## src/rtl/reg_write_if.sv

```systemverilog
// Write-request channel into the register file: valid/addr/data toward the
// storage owner, ready back toward the issuing pipeline.
interface reg_write_if #(
    parameter int ADDR_W = 5,
    parameter int DATA_W = 32
);
    logic              ctrl_writeEnable;
    logic [ADDR_W-1:0] ctrl_writeReg;
    logic [DATA_W-1:0] data_writeReg;
    logic              write_ready;

    modport master (
        output ctrl_writeEnable,
        output ctrl_writeReg,
        output data_writeReg,
        input  write_ready
    );

    modport slave (
        input  ctrl_writeEnable,
        input  ctrl_writeReg,
        input  data_writeReg,
        output write_ready
    );
endinterface

```

## src/rtl/reg_write.sv

```systemverilog
// Register-file write port: owns the storage, queues incoming writes in a small
// in-order buffer, commits one per cycle unless held, and flags pending RAW hazards.
module reg_write #(
    parameter int DATA_W     = 32,
    parameter int NUM_REGS   = 32,
    parameter int ADDR_W     = 5,
    parameter int FIFO_DEPTH = 2
) (
    input  logic                       clock,
    input  logic                       ctrl_reset,
    reg_write_if.slave                 wr,
    input  logic                       ctrl_writeHold,
    input  logic [ADDR_W-1:0]          ctrl_readReg,
    output logic                       read_hazard,
    output logic                       write_pending,
    output logic [15:0]                commit_count,
    output logic [NUM_REGS*DATA_W-1:0] q
);
    localparam int PTR_W = (FIFO_DEPTH > 1) ? $clog2(FIFO_DEPTH) : 1;

    logic [ADDR_W-1:0]     buf_addr [FIFO_DEPTH];
    logic [DATA_W-1:0]     buf_data [FIFO_DEPTH];
    logic [FIFO_DEPTH-1:0] buf_valid;
    logic [PTR_W-1:0]      rd_ptr;
    logic [PTR_W-1:0]      wr_ptr;
    logic                  accept;
    logic                  commit;
    logic [ADDR_W-1:0]     head_addr;
    logic [DATA_W-1:0]     head_data;

    function automatic logic [PTR_W-1:0] ptr_inc(input logic [PTR_W-1:0] p);
        return (p == PTR_W'(FIFO_DEPTH - 1)) ? '0 : p + 1'b1;
    endfunction

    // One valid bit per slot: full/empty fall out directly, and the hazard
    // scan only needs to look at occupied slots.
    assign wr.write_ready = ctrl_reset && !(&buf_valid);
    assign accept         = wr.ctrl_writeEnable && wr.write_ready;
    assign commit         = (|buf_valid) && !ctrl_writeHold;
    assign write_pending  = |buf_valid;
    assign head_addr      = buf_addr[rd_ptr];
    assign head_data      = buf_data[rd_ptr];

    always_ff @(posedge clock) begin
        if (!ctrl_reset) begin
            buf_valid    <= '0;
            rd_ptr       <= '0;
            wr_ptr       <= '0;
            commit_count <= '0;
        end else begin
            if (commit) begin
                buf_valid[rd_ptr] <= 1'b0;
                rd_ptr            <= ptr_inc(rd_ptr);
                commit_count      <= commit_count + 16'd1;
            end
            if (accept) begin
                buf_valid[wr_ptr] <= 1'b1;
                wr_ptr            <= ptr_inc(wr_ptr);
            end
        end
    end

    always_ff @(posedge clock) begin
        if (accept) begin
            buf_addr[wr_ptr] <= wr.ctrl_writeReg;
            buf_data[wr_ptr] <= wr.data_writeReg;
        end
    end

    always_comb begin
        read_hazard = 1'b0;
        for (int k = 0; k < FIFO_DEPTH; k++) begin
            if (buf_valid[k] && (buf_addr[k] == ctrl_readReg) && (buf_addr[k] != '0))
                read_hazard = 1'b1;
        end
    end

    // Register 0 has no storage at all; its slice of q is tied off.
    assign q[DATA_W-1:0] = '0;

    for (genvar i = 1; i < NUM_REGS; i++) begin : g_reg
        logic [DATA_W-1:0] r;

        always_ff @(posedge clock) begin
            if (!ctrl_reset)
                r <= '0;
            else if (commit && (head_addr == ADDR_W'(i)))
                r <= head_data;
        end

        assign q[DATA_W*i +: DATA_W] = r;
    end
endmodule

```

## src/flat_wrapper.sv

```systemverilog
// flat-port wrapper written by rule: the top's interface ports become plain ports
module reg_write_flat 
#(
    parameter int DATA_W     = 32,
    parameter int NUM_REGS   = 32,
    parameter int ADDR_W     = 5,
    parameter int FIFO_DEPTH = 2
)
  (clock, ctrl_reset, ctrl_writeHold, ctrl_readReg, read_hazard, write_pending, commit_count, q, wr_ctrl_writeEnable, wr_ctrl_writeReg, wr_data_writeReg, wr_write_ready);
  reg_write_if #(.ADDR_W(ADDR_W), .DATA_W(DATA_W)) wr_i ();
  input  logic clock;
  input  logic ctrl_reset;
  input  logic ctrl_writeHold;
  input  logic [ADDR_W-1:0] ctrl_readReg;
  output logic read_hazard;
  output logic write_pending;
  output logic [15:0] commit_count;
  output logic [NUM_REGS*DATA_W-1:0] q;
  input wire logic [$bits(wr_i.ctrl_writeEnable)-1:0] wr_ctrl_writeEnable;
  input wire logic [$bits(wr_i.ctrl_writeReg)-1:0] wr_ctrl_writeReg;
  input wire logic [$bits(wr_i.data_writeReg)-1:0] wr_data_writeReg;
  output wire logic [$bits(wr_i.write_ready)-1:0] wr_write_ready;
  assign wr_i.ctrl_writeEnable = wr_ctrl_writeEnable;
  assign wr_i.ctrl_writeReg = wr_ctrl_writeReg;
  assign wr_i.data_writeReg = wr_data_writeReg;
  assign wr_write_ready = wr_i.write_ready;
  reg_write #(.DATA_W(DATA_W), .NUM_REGS(NUM_REGS), .ADDR_W(ADDR_W), .FIFO_DEPTH(FIFO_DEPTH)) u_core (.clock(clock), .ctrl_reset(ctrl_reset), .wr(wr_i), .ctrl_writeHold(ctrl_writeHold), .ctrl_readReg(ctrl_readReg), .read_hazard(read_hazard), .write_pending(write_pending), .commit_count(commit_count), .q(q));
endmodule
```

## config.mk

```make
export PLATFORM = sky130hd
export DESIGN_NAME = reg_write_flat
export DESIGN_NICKNAME = d
export VERILOG_FILES = /design/src/rtl/reg_write_if.sv /design/src/rtl/reg_write.sv /design/src/flat_wrapper.sv
export SDC_FILE = /design/constraint.sdc
export NUM_CORES = 2
export LEC_CHECK = 0
export ABC_AREA = 1
export CAP_MARGIN = 10
export CORE_AREA = 4 4 428 430
export DETAILED_ROUTE_END_ITERATION = 16
export DIE_AREA = 0 0 432 434
export GPL_ROUTABILITY_DRIVEN = 0
export PLACE_DENSITY = 0.49
export RECOVER_POWER = 100
export SETUP_SLACK_MARGIN = 0.4
export SLEW_MARGIN = 20
export SYNTH_ARGS = -nofsm -noshare
export SYNTH_HDL_FRONTEND = slang
export SYNTH_SLANG_ARGS = --single-unit
```

## constraint.sdc

```tcl
create_clock -name clock -period 4.1 [get_ports clock]
set_clock_uncertainty 0.15 [all_clocks]
set_input_delay 0.615 -clock clock [delete_from_list [all_inputs] [get_ports clock]]
set_output_delay 0.615 -clock clock [all_outputs]
set_load 0.005 [all_outputs]
```

# [Word-level counts from Yosys, hierarchy flattened]
# Memory sizes are Yosys's and may differ from the RTL's. A register that Yosys moved wholly into a read port is not among the register bits.
# Index checks and enable logic that the tools add are counted.
[word_totals] reg_bits=1012 ramBits=74 memories=2 elab_cells=143
[memory_table] name="u_core.buf_data" words=2 word_bits=32 read_ports=1 rd_ports_with_merged_regs=1 write_ports=1 line_no="reg_write.sv:22" source="logic [DATA_W-1:0] buf_data [FIFO_DEPTH];"
[memory_table] name="u_core.buf_addr" words=2 word_bits=5 read_ports=3 rd_ports_with_merged_regs=1 write_ports=1 line_no="reg_write.sv:21" source="logic [ADDR_W-1:0] buf_addr [FIFO_DEPTH];"
[classes] n_eq_ne=33 n_lt_le_gt_ge=4 add_sub_neg=3 n_reduce_logical=46 bitwise_logic=3 mux=17
[ops] cell="$eq A5 B5 Y1 const B" count=16
[ops] cell="$eq A5 B4 Y1 const B" count=8
[ops] cell="$logic_and A1 B1 Y1" count=40
[ops] cell="$eq A5 B3 Y1 const B" count=4
[ops] cell="$add A16 B1 Y16 const B" count=1
[ops] cell="$mux W1" count=12
[ops] cell="$eq A5 B2 Y1 const B" count=2
[ops] cell="$eq A5 B5 Y1" count=2
[ops] cell="$reduce_bool A5 Y1" count=2
[ops] cell="$mux W2" count=3
[ops] cell="$eq A5 B1 Y1 const B" count=1
[ops] cell="$lt A1 B2 Y1 const B" count=2
[ops] cell="$add A1 B1 Y1 const B" count=2
[ops] cell="$and A2 B2 Y2" count=1
[ops] cell="$demux W1 S1" count=2
[ops] cell="$ge A1 B1 Y1 const B" count=2
[ops] cell="$logic_not A1 Y1" count=2
[ops] cell="$not A2 Y2" count=1
[ops] cell="$or A2 B2 Y2" count=1
[ops] cell="$reduce_and A2 Y1" count=1
[ops] cell="$reduce_or A2 Y1" count=1

# [Depth between registers and ports, before layout]
[depth] word_depth=10 depth_mapped=12 depth_no_buf=9

# [Least setup slack after synthesis]
# OpenSTA, ideal clock, no wires.
[synth_timing] path_kind="input-to-reg" start="in ctrl_reset" end="mem u_core.buf_addr[1][0] (enable)" path_stages=5 slack_ps=579 setup_time_ps=433 required_ps=3517 t_arrival_ps=2939 path_cell_list="clkbuf_1 -> clkinv_1 -> a21oi_1 -> nand2_1 -> nor2_1"
[synth_between] elab_chain_cells=4
[synth_lines] element="from (decl)" line_no="flat_wrapper.sv:12" source="input logic ctrl_reset;"
[synth_lines] element="$logic_and A1 B1 Y1" line_no="reg_write.sv:37" source="assign wr.write_ready = ctrl_reset && !(&buf_valid);"
[synth_lines] element="named net wr_write_ready" line_no="flat_wrapper.sv:22" source="output wire logic [$bits(wr_i.write_ready)-1:0] wr_write_ready;"
[synth_lines] element="$logic_and A1 B1 Y1" line_no="reg_write.sv:38" source="assign accept = wr.ctrl_writeEnable && wr.write_ready;"
[synth_lines] element="$mux W1" line_no="reg_write.sv:64" source="if (accept) begin"
[synth_lines] element="$mux W1 (not written as such)" line_no="reg_write.sv:65" source="buf_addr[wr_ptr] <= wr.ctrl_writeReg;"
[synth_lines] element="to (decl)" line_no="reg_write.sv:21"
# The timed path passes the listed nets, and every way through them passes these cells.

==> results.toml <==
[synthesis]
synth_common_cells = "nor2_1, nand2_1, dfxtp_1, nand3_1, a21oi_1"
synthMostInstantiatedCell = "nor2_1"
netlist_instances = 6082
synth.area.top_cells = "dfxtp_1, nor2_1, nand3_1"
ys_seq_elements = 1087
synth.avg_cell_area_um2 = 7.30
yosysUniqueCellTypes = 30
synth-edff-count = 74
yosysSeqAreaShare = 0.507
yosysTopAreaCell = "dfxtp_1"
ys.flop_type = "dfxtp_1"
synth_area_um2 = 44400
synth-async-reset-ratio = 0
synth_top_area_frac = 0.457
yosysWarnings = 0

[pwr]
power.leakage_nw = 26.3
ir_drop_mv = 0.405
power_per_cell_area_nw_per_um2 = 403

[global_route]
grt_pass1_wl_um = 304000
grt_pass1_vias = 39400
grt_util_all_layers = 0.225
antenna_found_initial = 51
overflow = 0
grt_max_degree = 179

[die]
die_y_um = 434
start_util = 0.247
fp.dieW_um = 432
num_rows = 156
core_um2 = 180000
die-area_um2 = 187000
pin_count = 1089

[detailed_routing]
via_per_inst = 4.69
drc = 0
drt_iter0_markers = 3924
vias = 43800
ant_nets = 0
first_pass_iters = 6
drt-wirelength-per-cell_um = 23.7
wl_um = 221000

[clocking]
clk_pin_slew_ns = 0.06
cts_buffer_depth = 3
cts_tree = "built"
worstSkewPairLatency_ns = 0.80
h-tree-depth = 4
cts_setup_buffers = 0
cts_made_buffers = 135
clock-sinks = 1087
clock-root-buffer = "clkbuf_16"

[timing]
fmaxAchievable_mhz = 274
tightest_slew_ns = 1.96
timing.final.crit_period_ns = 3.64
slew_viol_final = 374
max_slew_margin = -0.304
fin_setup_tns_ns = 0
finalSetupViolations = 0
fin_crit_sh = 0.889
rsz0062_at_grt = "false"
finalHoldViolCount = 0
final.setup.worst_slack_ns = 0.456

[worst_hold_path]
hold_class = "flip-flop to flip-flop"
hp-start = "u_core.g_reg[30].r[17]"

[worst_setup_path]
path_max_fanout = 26
worstSetupStartpointType = "flip-flop"
path_class = "flip-flop to flip-flop"
cp_data_arrival_time_ns = 4.18
critPathRequiredTime_ns = 4.64
endpoint_kind = "flip-flop"

[status]
failed_checks = "capacitance limit, slew limit"
status = "complete, but fails checks"

[finish]
drive_gt1_frac = 0.0586
multiInputGateArea_um2 = 18700
fillCellCount = 18900
seqCellArea_um2 = 22500
syn_to_final_growth_pct = 38.2
fin_nets = 6884

[place]
dp_hpwl_um = 142000
numPortBuffers = 1056
place_ws_ns = 0.839

[run]
drv_cap = 7
## cells in the final DEF, fill, tap and decap left out, types with 4 or more instances in the layout
cell             instances
a21oi_1                623
buf_12                  36
buf_4                   85
bufinv_16                4
clkbuf_1                67
clkbuf_16              136
clkbuf_2                13
clkbuf_4                 4
clkbuf_8                26
clkdlybuf4s50_1          7
clkinv_2                15
conb_1                  32
dfxtp_1               1012
diode_2                 29
dlygate4sd3_1         1048
edfxtp_1                74
inv_1                  162
inv_16                   4
inv_6                    8
mux2i_4                 27
nand2_1               1124
nand2_2                  5
nand3_1               1004
nor2_1                1349
nor2_2                   8
nor2_4                  16
o21ai_0                 14
o21ai_2                  6
## routing by layer
layer / global-route usage / vias to the layer above / part of all wire
met5: 0 / - / 0.00015
met3: 0.0569 / 402 / 0.077
li1: - / 21100 / -
met2: 0.379 / 1660 / 0.48
met4: 0.100 / 6 / 0.048
met1: 0.270 / 20700 / 0.39
## critical path, stage by stage, from the launching register on
cell and delay [ns]:
dfxtp_4 0.67, buf_12 0.36, mux2i_2 1.16, clkbuf_2 0.75, nand3_1 0.15, nand2_1 0.12, nor2_1 0.05
## through the flow
step	power, mW	instance area (um2)	hold WS (ns)	std cells	util
after floorplan	12.1	44500	0.294	6113	-
after CTS	25.1	61600	0.161	9314	0.343
after global placement	13.1	57200	0.308	9069	0.318
after global routing	25.6	61300	0.267	9329	0.341
after detailed placement	13.1	57200	0.312	9069	0.318
final	24.8	61400	0.321	9343	0.341
## flip-flops by register name, summed over array words and instances, names as in the netlist, named ones only
signal	flops
u_core.commit_count	16
u_core.rd_ptr	1
u_core.wr_ptr	1
u_core.g.r	992
u_core.buf_data	64
u_core.buf_addr	10
u_core.buf_valid	2
## worst paths after layout
| check | endpoint | slack, ns | depth (start not counted) |
|---|---|---|---|
| worst min-delay path | u_core.g_reg[30].r[17] | 0.32 | 2 |
| worst min register to register | u_core.g_reg[30].r[17] | 0.32 | 2 |
| worst max-delay path | u_core.g_reg[28].r[15] | 0.46 | 6 |
| worst max register to register | u_core.g_reg[28].r[15] | 0.46 | 6 |
## timing repair
item / in CTS / in global routing
hold endpoints to repair: 28 / 0
gates resized for setup: 0 / 1
hold buffers: 1 / 0
setup endpoints to repair: 0 / 1
## kinds of logic after synthesis
logic type                 after synthesis  synth area share
and+or+nand+nor                       3514             0.327
DFF                                   1087             0.507
buffers and inverters                  795            0.0837
AOI/OAI and AO/OA                      649            0.0739
muxes                                   32           0.00721
xor gates and xnor gates                 3          0.000592
adders and majority gates                1          0.000282
other                                    1         0.0000845
## area by class of cell
class / instances / share of cell area
Clock inverter: 38 / 0.00714
Multi-Input combinational cell: 4231 / 0.305
Antenna cell: 29 / 0.00118
Clock buffer: 206 / 0.0640
Sequential cell: 1087 / 0.367
Tap cell: 2370 / 0.0483
Timing Repair Buffer: 1217 / 0.197
Inverter: 165 / 0.0101
## power breakdown
group | switching [mW] | internal (mW)
clock | 5.02 | 6.91
combinational | 1.55 | 0.465
sequential | 0.0526 | 10.8
total | 6.63 | 18.1
No activity file was read; power rests on OpenSTA's default activity.
